**src/rtl/zram_ctrl.sv**
```systemverilog
// zram_ctrl: DRAM controller for Zorro II FastRAM boards.
// Turns 68000 bus cycles into per-bank RAS/CAS sequences with a built-in
// row/column mux, and runs timer-driven CAS-before-RAS refresh.
// A pending-refresh counter arbitrates refresh against bus accesses.
// Optional feature macro REFRESH_QUEUE_EN: when defined, up to four missed
// refresh ticks are queued (PMAX = 4); otherwise a single pending flag
// is kept (PMAX = 1).
//
// Handshake: a request is !ASn & SEL sampled in IDLE. The cycle completes
// with ACKn low (from CAS onwards) and ends when ASn returns high; ASn high
// before CAS aborts the cycle without CAS or ACKn.
//
// All DRAM outputs are registered decodes of the current state, so they
// appear one clock after the FSM enters a state.
module zram_ctrl #(
  parameter int BANKS          = 4,
  parameter int MA_BITS        = 10,
  parameter int REFRESH_PERIOD = 110,
  parameter int T_RP           = 2
) (
  input  logic               CLK,
  input  logic               RESET,
  input  logic               SEL,
  input  logic               ASn,
  input  logic               UDSn,
  input  logic               LDSn,
  input  logic               RWn,
  input  logic [23:1]        ADDR,
  output logic [MA_BITS-1:0] MADDR,
  output logic [BANKS-1:0]   RASn,
  output logic               UCASn,
  output logic               LCASn,
  output logic               MEMWn,
  output logic               ACKn,
  output logic               REF_OVF,
  output logic [2:0]         dbg_state_o,
  output logic [2:0]         dbg_pending_o
);

  localparam int BW = (BANKS > 1) ? $clog2(BANKS) : 1;
  localparam int TW = $clog2(REFRESH_PERIOD);
  localparam int CW = (T_RP > 1) ? $clog2(T_RP) : 1;

`ifdef REFRESH_QUEUE_EN
  localparam logic [2:0] PMAX = 3'd4;
`else
  localparam logic [2:0] PMAX = 3'd1;
`endif

  typedef enum logic [2:0] {
    IDLE    = 3'd0,
    ROW     = 3'd1,
    COL     = 3'd2,
    CAS     = 3'd3,
    HOLD    = 3'd4,
    PRE     = 3'd5,
    REF_CAS = 3'd6,
    REF_RAS = 3'd7
  } state_t;

  state_t              state_q;
  logic [CW-1:0]       pre_cnt_q;
  logic                ras_cnt_q;
  logic [MA_BITS-1:0]  row_q;
  logic [MA_BITS-1:0]  col_q;
  logic [BW-1:0]       bank_q;
  logic                rw_q;
  logic [MA_BITS-1:0]  maddr_q;
  logic [BANKS-1:0]    rasn_q;
  logic                ucasn_q;
  logic                lcasn_q;
  logic                memwn_q;
  logic                ackn_q;

  logic [TW-1:0]       timer_q, timer_d;
  logic [2:0]          pending_q, pending_d;
  logic                ovf_q, ovf_d;

  logic                req;
  logic                tick;
  logic                ref_done;
  logic [BW-1:0]       bank_addr;
  logic [BANKS-1:0]    bank_dec;
  logic                unused_addr;

  assign req      = !ASn && SEL;
  assign tick     = (timer_q == '0);
  assign ref_done = (state_q == REF_RAS) && (ras_cnt_q == 1'b0);

  // Bits above the bank field are decoded upstream by autoconfig.
  assign unused_addr = ^ADDR;

  generate
    if (BANKS > 1) begin : g_bank
      assign bank_addr = ADDR[2*MA_BITS+BW:2*MA_BITS+1];
    end else begin : g_one_bank
      assign bank_addr = '0;
    end
  endgenerate

  // One-hot select of the latched bank, used for the active-low RAS bus.
  always_comb begin
    bank_dec = '0;
    for (int i = 0; i < BANKS; i++) begin
      bank_dec[i] = (bank_q == BW'(i));
    end
  end

  // Refresh timer reload and pending-refresh accounting; a tick that
  // coincides with a completed refresh cancels out.
  always_comb begin
    timer_d   = (timer_q == '0) ? TW'(REFRESH_PERIOD - 1) : timer_q - 1'b1;
    pending_d = pending_q;
    ovf_d     = ovf_q;
    if (tick && !ref_done) begin
      if (pending_q == PMAX) begin
        ovf_d = 1'b1;
      end else begin
        pending_d = pending_q + 3'd1;
      end
    end else if (!tick && ref_done) begin
      pending_d = pending_q - 3'd1;
    end
  end

  // Timer, pending counter and sticky overflow flag.
  always_ff @(posedge CLK) begin
    if (RESET) begin
      timer_q   <= TW'(REFRESH_PERIOD - 1);
      pending_q <= '0;
      ovf_q     <= 1'b0;
    end else begin
      timer_q   <= timer_d;
      pending_q <= pending_d;
      ovf_q     <= ovf_d;
    end
  end

  // Main FSM: next-state selection plus registered decode of the current state.
  always_ff @(posedge CLK) begin
    if (RESET) begin
      state_q   <= IDLE;
      pre_cnt_q <= '0;
      ras_cnt_q <= 1'b0;
      row_q     <= '0;
      col_q     <= '0;
      bank_q    <= '0;
      rw_q      <= 1'b1;
      maddr_q   <= '0;
      rasn_q    <= '1;
      ucasn_q   <= 1'b1;
      lcasn_q   <= 1'b1;
      memwn_q   <= 1'b1;
      ackn_q    <= 1'b1;
    end else begin
      case (state_q)
        ROW: begin
          rasn_q  <= ~bank_dec;
          maddr_q <= row_q;
          ucasn_q <= 1'b1;
          lcasn_q <= 1'b1;
          memwn_q <= rw_q;
          ackn_q  <= 1'b1;
        end
        COL: begin
          rasn_q  <= ~bank_dec;
          maddr_q <= col_q;
          ucasn_q <= 1'b1;
          lcasn_q <= 1'b1;
          memwn_q <= rw_q;
          ackn_q  <= 1'b1;
        end
        CAS: begin
          rasn_q  <= ~bank_dec;
          maddr_q <= col_q;
          ucasn_q <= UDSn;
          lcasn_q <= LDSn;
          memwn_q <= rw_q;
          ackn_q  <= 1'b0;
        end
        HOLD: begin
          // Late data strobes join the column strobes already asserted.
          ucasn_q <= ucasn_q & UDSn;
          lcasn_q <= lcasn_q & LDSn;
        end
        REF_CAS: begin
          rasn_q  <= '1;
          ucasn_q <= 1'b0;
          lcasn_q <= 1'b0;
          memwn_q <= 1'b1;
          ackn_q  <= 1'b1;
        end
        REF_RAS: begin
          rasn_q  <= '0;
          ucasn_q <= 1'b0;
          lcasn_q <= 1'b0;
          memwn_q <= 1'b1;
          ackn_q  <= 1'b1;
        end
        default: begin
          rasn_q  <= '1;
          ucasn_q <= 1'b1;
          lcasn_q <= 1'b1;
          memwn_q <= 1'b1;
          ackn_q  <= 1'b1;
        end
      endcase

      case (state_q)
        IDLE: begin
          if (req) begin
            if (pending_q < PMAX) begin
              state_q <= ROW;
              row_q   <= ADDR[2*MA_BITS:MA_BITS+1];
              col_q   <= ADDR[MA_BITS:1];
              bank_q  <= bank_addr;
              rw_q    <= RWn;
            end else begin
              state_q <= REF_CAS;
            end
          end else if (pending_q != '0) begin
            state_q <= REF_CAS;
          end
        end
        ROW: begin
          if (ASn) begin
            state_q   <= PRE;
            pre_cnt_q <= CW'(T_RP - 1);
          end else begin
            state_q <= COL;
          end
        end
        COL: begin
          if (ASn) begin
            state_q   <= PRE;
            pre_cnt_q <= CW'(T_RP - 1);
          end else if (!UDSn || !LDSn) begin
            state_q <= CAS;
          end
        end
        CAS: state_q <= HOLD;
        HOLD: begin
          if (ASn) begin
            state_q   <= PRE;
            pre_cnt_q <= CW'(T_RP - 1);
          end
        end
        REF_CAS: begin
          state_q   <= REF_RAS;
          ras_cnt_q <= 1'b1;
        end
        REF_RAS: begin
          if (ras_cnt_q == 1'b0) begin
            state_q   <= PRE;
            pre_cnt_q <= CW'(T_RP - 1);
          end else begin
            ras_cnt_q <= 1'b0;
          end
        end
        PRE: begin
          if (pre_cnt_q == '0) begin
            state_q <= IDLE;
          end else begin
            pre_cnt_q <= pre_cnt_q - 1'b1;
          end
        end
        default: state_q <= IDLE;
      endcase
    end
  end

  assign MADDR         = maddr_q;
  assign RASn          = rasn_q;
  assign UCASn         = ucasn_q;
  assign LCASn         = lcasn_q;
  assign MEMWn         = memwn_q;
  assign ACKn          = ackn_q;
  assign REF_OVF       = ovf_q;
  assign dbg_state_o   = state_q;
  assign dbg_pending_o = pending_q;

endmodule
```
**config.mk**
```make
export PLATFORM = sky130hd
export DESIGN_NAME = zram_ctrl
export DESIGN_NICKNAME = d
export VERILOG_FILES = /design/src/rtl/zram_ctrl.sv
export SDC_FILE = /design/constraint.sdc
export NUM_CORES = 1
export LEC_CHECK = 0
export ABC_AREA = 1
export CAP_MARGIN = 30
export CORE_AREA = 5 5 58 99
export CTS_CLUSTER_DIAMETER = 200
export DETAILED_ROUTE_END_ITERATION = 8
export DIE_AREA = 0 0 63 104
export PLACE_DENSITY = 0.79
export SYNTH_ARGS = -nofsm -noshare
export SYNTH_HDL_FRONTEND = slang
export SYNTH_SLANG_ARGS = --single-unit
```
**constraint.sdc**
```tcl
create_clock -name CLK -period 4.2 [get_ports CLK]
set_clock_uncertainty 0.05 [all_clocks]
set_input_delay 0.63 -clock CLK [delete_from_list [all_inputs] [get_ports CLK]]
set_output_delay 0.63 -clock CLK [all_outputs]
set_load 0.02 [all_outputs]
```
==> summary.md <==
| Metric | Value |
|---|---|
| Setup Viol. Count Final | `0` |
| CORE AREA | `between 0.004 and 0.005 mm2` |
| Cts hold-fix bufs | `0` |
| Slowest stage cell, crit path | `clkdlybuf4s50_1` |
| Final Cycle Share | `a little under three fifths` |
| Synth warn | `0` |
| Synthesized area per cell | `just over 7 um2` |
| CTS tree | `built` |
| Power density cells | `between 600 and 700 mW/mm2` |
| Power Total | `2.05 mW` |
| Met3 GRT Util | `4.11%` |
| Ant diodes | `0` |
| Clk sink count | `57` |
| Max-cap violations | `0` |
| Post-route ant nets | `0` |
| CTS root buf | `clkbuf_8` |
| Top cells by instance count after synthesis | `75 x nand2_1, 70 x nor2_1, 57 x dfxtp_1` |
| Sequential-to-total area share from yosys stat | `~45%` |
| Max Clk Rate | `between 400 and 500 MHz` |
| Max clock buf depth | `2` |
| H-tree level count | `3` |
| Drt total wl | `between 5 and 6 mm` |
| Min Hold Slack | `between 0.3 and 0.4 ns` |
| CP Max Fanout | `13` |
| GPL Wtd Cong | `slightly above 0.8` |
| First-pass GRT wire length | `about 9.9 mm` |
| Final hold violations | `0` |
| Avg Vias per Cell | `~5.2` |
| Largest net degree at the start of global routing | `35` |
| Iter 0 DRT Violations | `87` |
| Post_cts resized | `0` |
| Post-synthesis cell area | `0.00252 mm2` |
| GRT Resource Usage Total | `18.7%` |
| Yosys cell types | `29` |
| Die Span Y | `~100 um` |
| Placed wire-length estimate | `about 4.2 mm` |
| P_leak | `approximately 1.4 nW` |
| Ys async rst share | `0%` |
| Setup crit end kind | `primary output` |
| Synth Flop Type | `dfxtp_1` |
| Slew @ Worst Pin | `between 0.7 and 0.8 ns` |
| RSZ-0062 raised after global routing | `no` |
| Dpl cells | `~440` |
| Synth area leader | `dfxtp_1` |
| Setup CP Type | `reg2out` |
| Setup TNS | `0 ns` |
| Cells after Synth | `348` |
| Initial Util | `51.5%` |
| Share of post-route cells with drive strength above 1 | `between 7 and 8%` |
| Final-report max-slew violation count | `0` |
| Fin crit period | `~2.4 ns` |
| Crit start category | `register` |
| Drc violations | `0` |
| Syn Nets | `about 380` |
| Area contributors post-synth | `dfxtp_1 45%, nand2_1 11%, nor2_1 10%, o21ai_0 7.6%, nand3_1 3.4%` |
| Area share of the largest cell type after synthesis | `between 40% and 50%` |
| Maximum vdd drop | `just under 500 uV` |
| Worst stage delay on the critical path | `slightly above 0.7 ns` |
| Cell family with most CP delay | `buffers and inverters` |
| HP Class | `reg2reg` |
| Critical path cell sequence | `clkdlybuf4s50_1` |
| Die area | `roughly 0.0066 mm2` |
| Wire per inst | `between 10 and 15 um` |
| DR pass1 iterations | `6` |
| Die W | `around 63 um` |
| Post-synth EDFFs | `0` |
| Global Route met1 Usage | `19.8%` |
| Total Nets Final | `434` |
| Buffers & Inverters on Critical Path | `1` |
| Worst rel slew slack | `roughly 49%` |
| Status | `finished clean` |
| FP Rows | `34` |
| Reg clk slew, reported paths | `roughly 0.060 ns` |
| Antenna violations before repair | `0` |
| Non-filler cells, final | `458` |
| Count leader, synth | `nand2_1` |
| GR Util met2 | `32.8%` |
| GR peak layer | `met2` |
| WP data required | `between 3 and 4 ns` |
| Yosys reg bits | `57` |
| I/O pin cnt | `55` |
| Clk_lat worst skew | `approximately 0.33 ns` |
| CTS buffer count | `9` |
| Vias in the first global route | `approximately 2300` |
| Via count | `between 2000 and 2500` |
| Post-CTS Setup Bufs | `0` |
| Worst EP arrival | `between 1.5 and 2 ns` |
| Grt ovf | `0` |
| Layout area overhead | `29.6%` |
| Buffers on Ports | `53` |
[worst paths after layout]
path | start | slack, ns | endpoint | cells after the start
worst max-delay path | dbg_state_o[0] | 1.84 | dbg_state_o[0] | 1
worst min-delay path | timer_q[0] | 0.34 | timer_q[0] | 1
worst max register to register | dbg_state_o[0] | 2.11 | dbg_state_o[2] | 6
worst min register to register | timer_q[0] | 0.34 | timer_q[0] | 1
[power by group]
group	switching (mW)	internal (mW)	total (mW)	leakage (nW)
Clock	0.217	0.288	0.505	0.0953
Sequential	0.105	0.673	0.778	0.467
Combinational	0.458	0.309	0.766	0.822
Total	0.780	1.27	2.05	1.38
[cell families after synthesis]
family / count (synthesis) / share of synthesized area [%]
DFF: 57 / 45.3
AOI/OAI and AO/OA: 64 / 13.8
xor gates and xnor gates: 6 / 2.09
and+or+nand+nor: 176 / 29.2
buffers and inverters: 40 / 7.06
adders and majority gates: 5 / 2.49
[metal layers]
metal	vias up	share of wire [%]	routed length (um)
met1	1066	40	2350
met2	79	51	3030
met3	18	5.8	344
met5	-	0	0
li1	1231	-	-
met4	0	3.1	182
[layout by cell type, fill, tap and decap left out, types with 5 or more instances in the layout]
master / instances
nand2_1: 75
nor2_1: 70
dfxtp_1: 57
clkdlybuf4s50_1: 53
o21ai_0: 38
inv_1: 21
nand3_1: 17
a31oi_1: 10
clkbuf_8: 10
a21oi_1: 6
ha_1: 5
[registers in the layout, summed over array words and instances (netlist names)]
| register | count |
|---|---|
| ACKn | 1 |
| LCASn | 1 |
| MADDR | 10 |
| MEMWn | 1 |
| RASn | 4 |
| REF_OVF | 1 |
| UCASn | 1 |
| bank_q | 2 |
| col_q | 10 |
| dbg_pending_o | 3 |
| dbg_state_o | 3 |
| pre_cnt_q | 1 |
| ras_cnt_q | 1 |
| row_q | 10 |
| rw_q | 1 |
| timer_q | 7 |
[cell type report]
type | instances | area, um2
timing repair buffer | 55 | 566
inverter | 25 | 93.8
clock buffer | 11 | 141
fill | 440 | 1630
multi-input combinational | 251 | 1200
clock inverter | 5 | 55.1
tap | 54 | 67.6
sequential | 57 | 1140
[metrics by stage]
step / setup slack (ns) / util, % / instance area, um2
final: 1.84 / 66.7 / 3260
after global routing: 1.77 / 66.7 / 3260
after CTS: 1.84 / 66.7 / 3260
after detailed placement: 1.71 / 62.7 / 3070
after global placement: 1.67 / 62.1 / 3040
after floorplan: 2.59 / - / 2520
No activity file was read; power rests on OpenSTA's default activity.
